File: src/rtl/dmem_arbiter.sv
// -----------------------------------------------------------------------------
// dmem_arbiter
// Shares the single-port data memory between the CPU MEM stage and a DMA/loader
// port. Every access takes exactly MEM_LAT busy cycles, which are counted
// internally. An IDLE acceptance cycle comes before each access. The CPU wins
// simultaneous requests unless the DMA port has already waited through
// STARVE_MAX consecutive CPU grants.
//
// Ports:
//   clk_i, rst_i          clock (rising edge), asynchronous active-high reset
//   cpu_req_i/we/addr/wdata  MEM-stage access request
//   cpu_stall_o           freeze the pipeline until the CPU access completes
//   cpu_rdata_o           load data, valid when cpu_req_i & ~cpu_stall_o
//   dma_req_i/we/addr/wdata  DMA request, held until dma_done_o
//   dma_gnt_o             DMA access in progress
//   dma_done_o            one-cycle DMA completion pulse
//   dma_rdata_o           registered DMA read data, held until next DMA read
//   mem_addr_o/wdata_o    memory address / write data (0 while idle)
//   mem_read_o            read strobe for every busy cycle of a read
//   mem_write_o           write strobe on the last busy cycle only
//   mem_rdata_i           memory read data, valid on the last busy cycle
// -----------------------------------------------------------------------------
module dmem_arbiter #(
    parameter int MEM_LAT    = 2,
    parameter int STARVE_MAX = 4
) (
    input  logic        clk_i,
    input  logic        rst_i,
    input  logic        cpu_req_i,
    input  logic        cpu_we_i,
    input  logic [31:0] cpu_addr_i,
    input  logic [31:0] cpu_wdata_i,
    output logic        cpu_stall_o,
    output logic [31:0] cpu_rdata_o,
    input  logic        dma_req_i,
    input  logic        dma_we_i,
    input  logic [31:0] dma_addr_i,
    input  logic [31:0] dma_wdata_i,
    output logic        dma_gnt_o,
    output logic        dma_done_o,
    output logic [31:0] dma_rdata_o,
    output logic [31:0] mem_addr_o,
    output logic [31:0] mem_wdata_o,
    output logic        mem_read_o,
    output logic        mem_write_o,
    input  logic [31:0] mem_rdata_i
);
    localparam int CNT_W = $clog2(MEM_LAT + 1);
    localparam int STV_W = $clog2(STARVE_MAX + 1);

    typedef enum logic [1:0] {
        ST_IDLE     = 2'd0,
        ST_CPU_BUSY = 2'd1,
        ST_DMA_BUSY = 2'd2
    } state_t;

    state_t             r_state;
    logic [CNT_W-1:0]   r_cnt;
    logic [STV_W-1:0]   r_starve;
    logic [31:0]        r_addr;
    logic [31:0]        r_wdata;
    logic               r_we;
    logic [31:0]        r_dma_rdata;

    logic               w_busy;
    logic               w_last;
    logic               w_cpu_done;
    logic               w_dma_done;
    logic               w_starved;
    logic               w_cpu_win;

    assign w_busy     = (r_state == ST_CPU_BUSY) || (r_state == ST_DMA_BUSY);
    assign w_last     = w_busy && (r_cnt == CNT_W'(MEM_LAT - 1));
    assign w_cpu_done = (r_state == ST_CPU_BUSY) && w_last;
    assign w_dma_done = (r_state == ST_DMA_BUSY) && w_last;
    // DMA has waited through STARVE_MAX CPU grants: it takes the next slot.
    assign w_starved  = dma_req_i && (r_starve == STV_W'(STARVE_MAX));
    assign w_cpu_win  = cpu_req_i && !w_starved;

    always_ff @(posedge clk_i or posedge rst_i) begin
        if (rst_i) begin
            r_state     <= ST_IDLE;
            r_cnt       <= '0;
            r_starve    <= '0;
            r_addr      <= '0;
            r_wdata     <= '0;
            r_we        <= 1'b0;
            r_dma_rdata <= '0;
        end else begin
            case (r_state)
                ST_IDLE: begin
                    r_cnt <= '0;
                    if (w_cpu_win) begin
                        r_state  <= ST_CPU_BUSY;
                        r_addr   <= cpu_addr_i;
                        r_wdata  <= cpu_wdata_i;
                        r_we     <= cpu_we_i;
                        // Only grants taken while DMA is waiting count
                        // toward starvation.
                        r_starve <= dma_req_i ? (r_starve + 1'b1) : '0;
                    end else if (dma_req_i) begin
                        r_state  <= ST_DMA_BUSY;
                        r_addr   <= dma_addr_i;
                        r_wdata  <= dma_wdata_i;
                        r_we     <= dma_we_i;
                        r_starve <= '0;
                    end else begin
                        r_starve <= '0;
                    end
                end
                ST_CPU_BUSY, ST_DMA_BUSY: begin
                    if (w_last) begin
                        r_state <= ST_IDLE;
                        r_cnt   <= '0;
                        if (w_dma_done && !r_we) begin
                            r_dma_rdata <= mem_rdata_i;
                        end
                    end else begin
                        r_cnt <= r_cnt + 1'b1;
                    end
                end
                default: begin
                    r_state <= ST_IDLE;
                    r_cnt   <= '0;
                end
            endcase
        end
    end

    // Memory side is driven only while an access is in flight; a write
    // strobes once on the final cycle so that each store commits exactly once.
    assign mem_addr_o  = w_busy ? r_addr  : 32'h0;
    assign mem_wdata_o = w_busy ? r_wdata : 32'h0;
    assign mem_read_o  = w_busy && !r_we;
    assign mem_write_o = w_last && r_we;

    // The stall drops in the completion cycle so that the pipeline advances
    // on the same edge that the FSM returns to IDLE.
    assign cpu_stall_o = cpu_req_i && !w_cpu_done;
    assign cpu_rdata_o = (w_cpu_done && !r_we) ? mem_rdata_i : 32'h0;

    assign dma_gnt_o   = (r_state == ST_DMA_BUSY);
    assign dma_done_o  = w_dma_done;
    assign dma_rdata_o = r_dma_rdata;

endmodule

File: config.mk
export PLATFORM = sky130hd
export DESIGN_NAME = dmem_arbiter
export DESIGN_NICKNAME = d
export VERILOG_FILES = /design/src/rtl/dmem_arbiter.sv
export SDC_FILE = /design/constraint.sdc
export NUM_CORES = 1
export LEC_CHECK = 0
export CAP_MARGIN = 10
export CORE_UTILIZATION = 34
export DETAILED_ROUTE_END_ITERATION = 16
export MAX_ROUTING_LAYER = met4
export PLACE_DENSITY_LB_ADDON = 0.08
export SLEW_MARGIN = 40
export SYNTH_ARGS = -nofsm -noshare
export SYNTH_HDL_FRONTEND = slang
export SYNTH_SLANG_ARGS = --single-unit
File: constraint.sdc
create_clock -name clk_i -period 4 [get_ports clk_i]
set_clock_uncertainty 0.05 [all_clocks]
set_input_delay 0.4 -clock clk_i [delete_from_list [all_inputs] [get_ports clk_i]]
set_output_delay 0.4 -clock clk_i [all_outputs]
set_load 0.1 [all_outputs]
Yosys cells after proc, flatten, opt, wreduce, memory -nomap -nowiden
Index checks and enable logic that the tools add are counted.
{ "op_classes": {"n_addsub": 2, "n_eq_ne": 6, "muxes": 17, "reduce_logical": 20} }
{ "ops": {"columns": ["operator", "n"], "rows": [
  ["$mux 32", 7],
  ["$logic_and 1x1->1", 10],
  ["$mux 2", 5],
  ["$mux 3", 2],
  ["$eq 2x1->1 const B", 2],
  ["$pmux 2 s2", 1],
  ["$reduce_and 2->1", 2],
  ["$add 3x1->3 const B", 1],
  ["$eq 3x3->1 const B", 1],
  ["$logic_not 1->1", 3],
  ["$ne 3x3->1 const B", 1],
  ["$reduce_and 3->1", 1],
  ["$add 2x1->2 const B", 1],
  ["$eq 2x2->1 const B", 1],
  ["$logic_not 2->1", 1],
  ["$mux 1", 2],
  ["$ne 2x2->1 const B", 1],
  ["$reduce_bool 2->1", 1],
  ["$reduce_or 2->1", 1],
  ["$logic_or 1x1->1", 1]
]} }
{ "totals": {"ff_bits": 104, "inputBits": 166, "word_cells": 52} }

Logic depth before layout (Yosys ltp)
Gate-level depths: netlist of run 1.
{ "depth": {"word_depth": 6, "mapped_depth": 8, "mapped_depth_nobuf": 5} }

Worst setup path after synthesis of run 1
Ideal clock, no wire load.
{ "synth_path": {"kind": "register -> output", "from": "reg r_state[0]", "to": "out cpu_stall_o", "arrival_time_ns": 3.144, "required_time_ns": 3.550, "slack_ns": 0.406, "path_stages_with_launch": 5, "path_buffers": 0, "path_cell_list": "dfrtp_1 > inv_1 > ha_1 > and3b_2 > a21boi_0"} }
{ "synth_via": {"elab_chain_len": 6, "elab_cells_between_ends": 7} }
{ "synth_rtl": {"columns": ["item", "line_no", "text"], "rows": [
  ["start: declaration", "57", "state_t r_state;"],
  ["start signal: assignment", "82", "r_state <= ST_IDLE;"],
  ["start signal: assignment", "94", "r_state <= ST_CPU_BUSY;"],
  ["start signal: assignment", "102", "r_state <= ST_DMA_BUSY;"],
  ["$eq 2x1->1 / $eq 2x2->1 (equally long branches)", "72, 74", null],
  ["$logic_or 1x1->1", "72", "assign w_busy = (r_state == ST_CPU_BUSY) || (r_state == ST_DMA_BUSY);"],
  ["$logic_and 1x1->1", "73", "assign w_last = w_busy && (r_cnt == CNT_W'(MEM_LAT - 1));"],
  ["$logic_and 1x1->1 (*)", "74", "assign w_cpu_done = (r_state == ST_CPU_BUSY) && w_last;"],
  ["$logic_not 1->1 (*)", "139", "assign cpu_stall_o = cpu_req_i && !w_cpu_done;"],
  ["$logic_and 1x1->1 (*)", "139", null],
  ["end: declaration", "33", "output logic cpu_stall_o,"]
]} }
Every way passes the cells marked *; elsewhere a longest branch is shown, timed or not.

Worst setup path in the final report of run 1
{ "layout_path": {"from": "reg r_state[1]", "to": "out cpu_rdata_o[4]"} }
{ "layout_via": {"elab_chain_len": 6, "elab_cells_between_ends": 7} }
{ "layout_rtl": {"columns": ["item", "line_no", "text"], "rows": [
  ["$eq 2x1->1 / $eq 2x2->1 (equally long branches)", "72, 74", null],
  ["$logic_or 1x1->1", "72", null],
  ["$logic_and 1x1->1", "73", null],
  ["$logic_and 1x1->1 (*)", "74", null],
  ["$logic_and 1x1->1 (*)", "140", "assign cpu_rdata_o = (w_cpu_done && !r_we) ? mem_rdata_i : 32'h0;"],
  ["$mux 32 (*)", "140", null],
  ["end: declaration", "34", "output logic [31:0] cpu_rdata_o,"]
]} }
Marks and branches as above.

==> results of run 1 <==
-- path summary, 6_finish.rpt --
kind                            depth (start not counted)             end  slack [ns]
worst max-delay path                                    6  cpu_rdata_o[4]        1.22
worst min-delay path                                    1        r_cnt[0]        0.40
worst max register to register                          7      r_wdata[2]        1.42
worst min register to register                          1        r_cnt[0]        0.40
max in group asynchronous                               3      r_addr[22]        2.96
min in group asynchronous                               3  dma_rdata_o[8]        0.52
-- kinds of logic (layout without fill, tap and decap cells) --
kind of cell               Yosys count  after routing  share of synthesized area [%]
and+or+nand+nor                    308            308                          29.08
DFF                                104            104                          47.18
AOI/OAI and AO/OA                   75             75                          10.14
buffers and inverters               64            330                          5.761
muxes                               33             33                          6.714
adders and majority gates            5              5                          1.134
-- layout make-up --
cell class | count | area [sq um] | area share [%]
Timing Repair Buffer | 307 | 3043 | 34.27
Multi-Input combinational cell | 421 | 2623 | 29.53
Sequential cell | 104 | 2603 | 29.31
Tap cell | 216 | 270.3 | 3.044
Clock buffer | 10 | 229.0 | 2.579
Clock inverter | 6 | 83.83 | 0.9441
Inverter | 7 | 28.78 | 0.3241
-- worst reg2reg max path: cells and delay by family (launching register included) --
| family | cells | cell delay (ns) |
|---|---|---|
| compound gates | 2 | 0.52 |
| fa+ha+maj | 1 | 0.19 |
| buf+inv | 3 | 1.15 |
| flops | 1 | 0.41 |
| simple gates | 1 | 0.14 |
-- synth_stat cells --
master | count | share of area [%]
nand2_1 | 132 | 9.0
dfrtp_1 | 104 | 47
and2_1 | 100 | 11
nand4_1 | 66 | 7.5
o211ai_1 | 65 | 8.8
clkbuf_1 | 32 | 2.2
mux2_2 | 32 | 6.5
buf_2 | 14 | 1.3
buf_6 | 8 | 1.6
inv_1 | 7 | 0.48
ha_1 | 5 | 1.1
buf_1 | 3 | 0.20
nor2_1 | 3 | 0.20
o2bb2ai_1 | 3 | 0.48
o21a_1 | 2 | 0.27
o21ai_0 | 2 | 0.18
o22ai_1 | 2 | 0.23
a21boi_0 | 1 | 0.14
and3b_1 | 1 | 0.16
and3b_2 | 1 | 0.18
mux2i_1 | 1 | 0.18
nand3_1 | 1 | 0.091
nand3_2 | 1 | 0.18
nand3b_1 | 1 | 0.14
nand3b_2 | 1 | 0.20
nor2b_1 | 1 | 0.11
-- cells in the final DEF, fill, tap and decap left out, drive strengths merged, types with 5 or more instances in the layout --
cell type and instances:
and2 100, buf 143, clkbuf 10, clkdlybuf4s50 164, dfrtp 104, ha 5
inv 7, mux2 32, nand2 132, nand4 66, o211ai 65
-- metrics by stage --
stage,utilization [%],cells,setup WS (ns),area (sq um)
after global placement,54.91,1055,1.426,8722
after detailed placement,53.87,1055,1.320,8557
after global routing,55.90,1071,1.042,8880
final,55.90,1071,1.224,8880
after floorplan,-,589,0.4055,5517
after CTS,55.84,1071,0.9301,8870
-- sequential cells by signal (all words and copies together) (netlist names) --
register and count:
dma_rdata_o 32, r_addr 32, r_cnt 2, r_wdata 32, r_state 2, r_we 1
r_starve 3
-- metal layers --
metal / up-vias / GRT usage (%)
met5: - / -
met3: 17 / 3.427
li1: 2570 / -
met4: 0 / 7.820
met2: 204 / 40.80
met1: 2668 / 27.00
==> run metrics, run 1 <==
Total Wirelength 18.70 mm; total die area 0.01674 sq mm; DP Wirelength 12.99 mm; hold_sp r_cnt[0]; DRT Pass-1 Iters 4; Clk Latency, worst-skew pair 0.35 ns; Cells after Synth 589; gr ovfl total 0; number of top-level pins 299; clk slew on worst S/H paths 0.07 ns; CP endpoint kind primary output; post-route ant nets 0; first-pass GRT wire length 28.96 mm; crit-path cells inv_1 > ha_2 > and3b_2 > and3b_2 > and2_1 > buf_12; wire length on met1 7.670 mm; max cap viols 0; Hold Vio Cnt, Final 0; core area 0.01589 sq mm; # rows between 40 and 50; via/cell ratio between 5 and 6; H-tree depth 3; DR WL met3 1.099 mm; Netlist cell types 26; Worst path max stage delay roughly 0.50 ns; status finished clean; post-synthesis cell area ~0.0055 sq mm; gr usage total 23.20%; DR vias 5,459; postcts setup bufs 0; clock sink total 104; CTS Buffer Depth 2; Root Driver clkbuf_16; Post-layout nets 1,021; die height 129.4 um; setup TNS 0 ns; CTS Buf Count 9; Fmax 360.2 MHz; DRC violations left 0; RSZ-0062 raised after global routing no; max-slew violation count 0; most frequent CP cell and3b_2; hold_buf cts 0; initial antenna violation count 0; CP startpoint kind register; Final setup viols 0; Worst slew margin between 40% and 50%; Final min period 2.776 ns; Highest Signal Layer met4; R2R Path Start r_state[0]; synthesized area per cell 9.366 sq um; CTS tree built; Yosys reg bits about 100; crit path launch r_state[1]; post-synthesis sequential area ratio 47.18%; cell family with the largest share of critical-path delay simple AND/OR/NAND/NOR gates; CP Buf/Inv Count 2; worst slew pin tran approximately 0.82 ns; Die W approximately 130 um; number of fill cells 1,476; final period utilization 69.41%; diode count 0; critical-path cell with the highest stage delay and3b_2; Hold Slack 0.3957 ns; synth-to-layout area growth 60.97%; Hold Path Class reg2reg; post-synthesis net count 760; Initial Utilization 34.73%; I/O Buffers between 200 and 300; WP data arrival 2.33 ns; vias in the first global route 5,449; layout cell share with drive strength beyond 1 23.27%; synth warn 0; largest net degree at the start of global routing 105; CP required around 3.6 ns; DR WL/cell 17.46 um; RD Place Congestion 0.7738; post-cts sizing count 0; wire length on met2 ~9.6 mm; initial DRC count 323; critical path class reg2out; Max FO, Critical Path 32
Power of run 1 is left out: the tool's default activity adds up to more than one toggle a clock period on the data nets, which glitch-free logic cannot reach.
==> run 2: changes to the inputs <==
Clock period 4 ns to 2.7 ns, I/O delays scaled along.
==> run 2 against run 1 <==
Against the previous run:
- first-iteration DRC count shrank 0.93%
- via count grew 0.53%
- final cell count grew 0.65%
- register-to-register slack lost 0.84 ns
- die area is the same
- hold slack lost 0.17 ns
- critical path type unchanged
- largest cell class unchanged
==> run metrics, run 2 (same netlist as run 1, synthesis figures left out) <==
max cap viols 0 (unchanged); DR vias 5,488 (+0.53%); synth-to-layout area growth 78.82%; gr ovfl total 0 (unchanged); CTS tree built; die height 129.4 um (unchanged); DRC violations left 0 (unchanged); commonest non-fill, non-tap cells in the layout clkdlybuf4s50_1 (164), nand2_1 (132), dfrtp_1 (104), buf_12 (104), and2_1 (99); post-cts sizing count 0 (unchanged); post-route ant nets 0 (unchanged); worst slew pin tran 0.7632 ns (-0.05591 ns); most common cell after layout, fill and taps aside clkdlybuf4s50_1; I/O Buffers 298 (unchanged); Initial Utilization 34.73% (unchanged); diode count 0 (unchanged); cell family with the largest share of critical-path delay buffers and inverters; DR WL/cell 17.58 um (+0.66%); layout cell share with drive strength beyond 1 23.43% (+0.16 points); DRT Pass-1 Iters 4 (unchanged); Die W 129.4 um (unchanged); initial antenna violation count 0 (unchanged); RSZ-0062 raised after global routing no; setup TNS 0 ns (unchanged); clk slew on worst S/H paths 0.07 ns (about the same); Clk Latency, worst-skew pair 0.34 ns (about the same); CTS Buf Count 9 (unchanged); postcts setup bufs 0 (unchanged); max-slew violation count 0 (unchanged); initial DRC count 320 (-0.93%); Hold Path Class in2reg; final period utilization 92.91%; largest net degree at the start of global routing 69 (-34%); CTS Buffer Depth 2 (unchanged); number of fill cells 1,326 (-10%); clock sink total 104 (unchanged); total die area 0.01674 sq mm (unchanged); first-pass GRT wire length 29.35 mm (+1.4%); # rows 46 (unchanged); Max FO, Critical Path 65 (+100%); CP Buf/Inv Count 4 (+2); Total Wirelength 18.95 mm (+1.3%); Hold Vio Cnt, Final 0 (unchanged); gr usage total 23.53% (+0.33 points); RD Place Congestion 0.8043 (+3.9%); DP Wirelength 13.73 mm (+5.7%); Worst slew margin 49.12% (+3.7 points); Fmax 398.6 MHz; Final setup viols 0 (unchanged); hold_buf cts 0 (unchanged); via/cell ratio 5.091 (-0.12%); post-route core utilization 62.10% (+6.2 points); core area 0.01589 sq mm (unchanged); Final min period 2.509 ns; CP startpoint kind register; crit-path cells inv_1 > ha_2 > buf_4 > inv_1 > nor2_1 > buf_12; number of top-level pins 299 (unchanged); Worst path max stage delay 0.44 ns (-0.06 ns); CP required 2.38 ns (-1.17 ns); Post-layout nets 1,028 (+0.69%); Hold Slack 0.2258 ns (-0.1700 ns); vias in the first global route 5,548 (+1.8%); critical path class reg2out; CP endpoint kind primary output; critical-path cell with the highest stage delay buf_4; Root Driver clkbuf_16; most frequent CP cell inv_1; status finished clean; WP data arrival 2.19 ns (-0.14 ns); H-tree depth 3 (unchanged)
run 2: metrics by stage:
stage / area, sq um / std cells / worst slack (ns)
detailed placement: 9582 / 1062 / 0.5058
global placement: 9582 / 1062 / 0.5612
finish: 9864 / 1078 / 0.1914
floorplan: 5520 / 589 / -0.02341
CTS: 9864 / 1078 / 0.1318
global route: 9864 / 1078 / 0.009076
run 2: layout make-up:
class | count | area, sq um | area share [%]
tap | 216 | 270.3 | 2.740
clock inverter | 3 | 42.54 | 0.4313
sequential | 104 | 2603 | 26.38
clock buffer | 13 | 240.2 | 2.435
multi-input combinational | 421 | 2613 | 26.48
timing repair buffer | 314 | 4066 | 41.22
inverter | 7 | 30.03 | 0.3044
run 2: routing by layer:
layer | vias up | share of wire (%) | global-route usage [%]
li1 | 2581 | - | -
met1 | 2637 | 39 | 26.69
met2 | 243 | 50 | 40.32
met3 | 27 | 8.0 | 5.780
met4 | 0 | 2.3 | 8.235
met5 | - | 0 | -
run 2: path summary, 6_finish.rpt:
kind / startpoint / to / slack (ns) / depth (start not counted)
hold reg to reg: r_cnt[0] / r_cnt[0] / 0.43 / 1
setup / recovery: r_state[0] / mem_read_o / 0.19 / 6
max in group asynchronous: rst_i / r_wdata[17] / 1.65 / 3
setup reg to reg: r_state[0] / dma_rdata_o[26] / 0.58 / 6
min in group asynchronous: rst_i / dma_rdata_o[25] / 0.43 / 3
hold / removal: cpu_req_i / r_state[0] / 0.23 / 3
run 2: worst min-delay path, stage by stage:
cell       delay [ns]
buf_2            0.18
nand2_1          0.08
o2bb2ai_1        0.05
Power of run 2 is left out for the same reason.
==> run 3: changes to the inputs <==
Settings changed: PLACE_DENSITY set to 0.72, PLACE_DENSITY_LB_ADDON 0.08 to unset, REMOVE_ABC_BUFFERS set to 1.
==> run 3 against run 2 <==
Against the previous run:
- wire length grew 0.74%
- register-to-register slack improved by 0.06 ns
- critical path depth stayed put
- utilization decreased by 0.28 points
- sequential share of layout area rose by 0.12 points
- cell area fell by 0.44%
- final cell count decreased by 0.19%
- count of clock-buffer cells in the layout is 3 lower
- first-iteration DRC count rose by 17%
- hold slack got worse by 0.058 ns
==> run metrics, run 3 (same netlist as run 1, synthesis figures left out) <==
layout cell share with drive strength beyond 1 23.75% (+0.31 points); CP endpoint kind primary output; DR vias 5,476 (-0.22%); number of fill cells 1,366 (+3.0%); first-pass GRT wire length 29.79 mm (+1.5%); R2R Setup Slk 0.64 ns (+0.06 ns); final worst slack 0.1408 ns (-0.05061 ns); H-tree depth 3 (unchanged); CTS Buffer Depth 2 (unchanged); vias in the first global route 5,477 (-1.3%); I/O Buffers 298 (unchanged); Root Driver clkbuf_16; initial antenna violation count 1 (+1); max-slew violation count 0 (unchanged); DP Wirelength 13.85 mm (+0.89%); # rows 46 (unchanged); max cap viols 0 (unchanged); synth-to-layout area growth 78.02%; placed cells 1,059 (-0.28%); Max FO, Critical Path 65 (unchanged); non-filler cells, final 1,076 (-0.19%); Fmax 390.7 MHz (-2.0%); Storage cell area 0.002603 sq mm (unchanged); initial DRC count 373 (+17%); Final setup viols 0 (unchanged); total die area 0.01674 sq mm (unchanged); Post-layout nets 1,025 (-0.29%); WP data arrival 2.24 ns (+0.05 ns); pre-CTS setup slack 0.1748 ns (-0.3310 ns); most common cell after layout, fill and taps aside clkdlybuf4s50_1; postcts setup bufs 0 (unchanged); gr usage total 24.13% (+0.60 points); status finished clean; via/cell ratio 5.089 (about the same); RSZ-0062 raised after global routing no; Worst slew margin 48.25% (-0.86 points); Die W 129.4 um (unchanged); die height 129.4 um (unchanged); DRC violations left 0 (unchanged); post-route ant nets 0 (unchanged); worst slew pin tran 0.7762 ns (+0.01297 ns); largest net degree at the start of global routing 69 (unchanged); Final min period 2.559 ns (+0.05061 ns); Initial Utilization 34.73% (unchanged); gr ovfl total 0 (unchanged); final period utilization 94.79% (+1.9 points); Hold Path Class in2async; core area 0.01589 sq mm (unchanged); number of top-level pins 299 (unchanged); RD Place Congestion 0.8407 (+4.5%); Clk Latency, worst-skew pair 0.34 ns (about the same); setup TNS 0 ns (unchanged); DR WL/cell 17.74 um (+0.93%); Multi-input gate area 0.002616 sq mm (+0.14%); CTS tree built; placed cell area 0.009533 sq mm (-0.51%); critical path class reg2out; clk slew on worst S/H paths 0.07 ns (about the same); commonest non-fill, non-tap cells in the layout clkdlybuf4s50_1 (164), nand2_1 (132), dfrtp_1 (104); hold_buf cts 0 (unchanged); Hold Vio Cnt, Final 0 (unchanged); clock sink total 104 (unchanged); CTS Buf Count 9 (unchanged); Finished Cell Area 0.009821 sq mm (-0.44%); DRT Pass-1 Iters 5 (+1); Total Wirelength 19.09 mm (+0.74%); CP startpoint kind register; CP required 2.38 ns (about the same)
## run 3: cell types whose count changed in the layout (fill, tap and decap cells not counted), sizes merged
cell	delta
inv	+2
bufinv	-1
clkinv	+2
diode	+1
clkbuf	-3
buf	-3
## run 3: critical path, stage by stage (launching register included)
cell and delay, ns:
dfrtp_1 0.40, inv_1 0.08, ha_2 0.32, buf_4 0.47
inv_1 0.17, nor2_1 0.24, buf_12 0.21
## run 3: per-layer routing
metal | global-route usage [%] | vias up | share of wire (%)
met5 | - | - | 0
met4 | 8.858 | 0 | 2.0
met3 | 5.409 | 24 | 7.8
met2 | 40.80 | 225 | 51
met1 | 27.97 | 2658 | 39
li1 | - | 2569 | -
## run 3: final cells by class
class	count	share of cell area, %
well taps	216	2.752
diodes	1	0.02548
inverters	7	0.2930
repair buffers	311	40.92
multi-input cells	421	26.64
flip-flops and latches	104	26.50
clock inverters	6	0.4332
clock buffers	10	2.433
## run 3: worst paths after layout
path / start / to / cells past startpoint
worst min-delay path: rst_i / r_addr[22] / 2
worst min register to register: r_cnt[0] / r_cnt[0] / 1
worst max register to register: r_state[0] / dma_rdata_o[17] / 6
max in group asynchronous: rst_i / r_addr[29] / 3
worst max-delay path: r_state[0] / mem_read_o / 6
min in group clk_i: cpu_req_i / r_state[0] / 3
## run 3: through the flow
stage	utilization, %	hold WS (ns)
after detailed placement	60.01	0.3835
after floorplan	-	0.3484
final	61.82	0.1681
after global routing	61.82	0.1710
after global placement	60.01	0.3852
after CTS	61.79	0.1633
## run 3: repair_timing
action | 4_1_cts | 5_1_grt
pin swaps | 0 | 0
setup endpoints to repair | 32 | 32
resized for setup | 1 | 1
Power of run 3 is left out for the same reason.
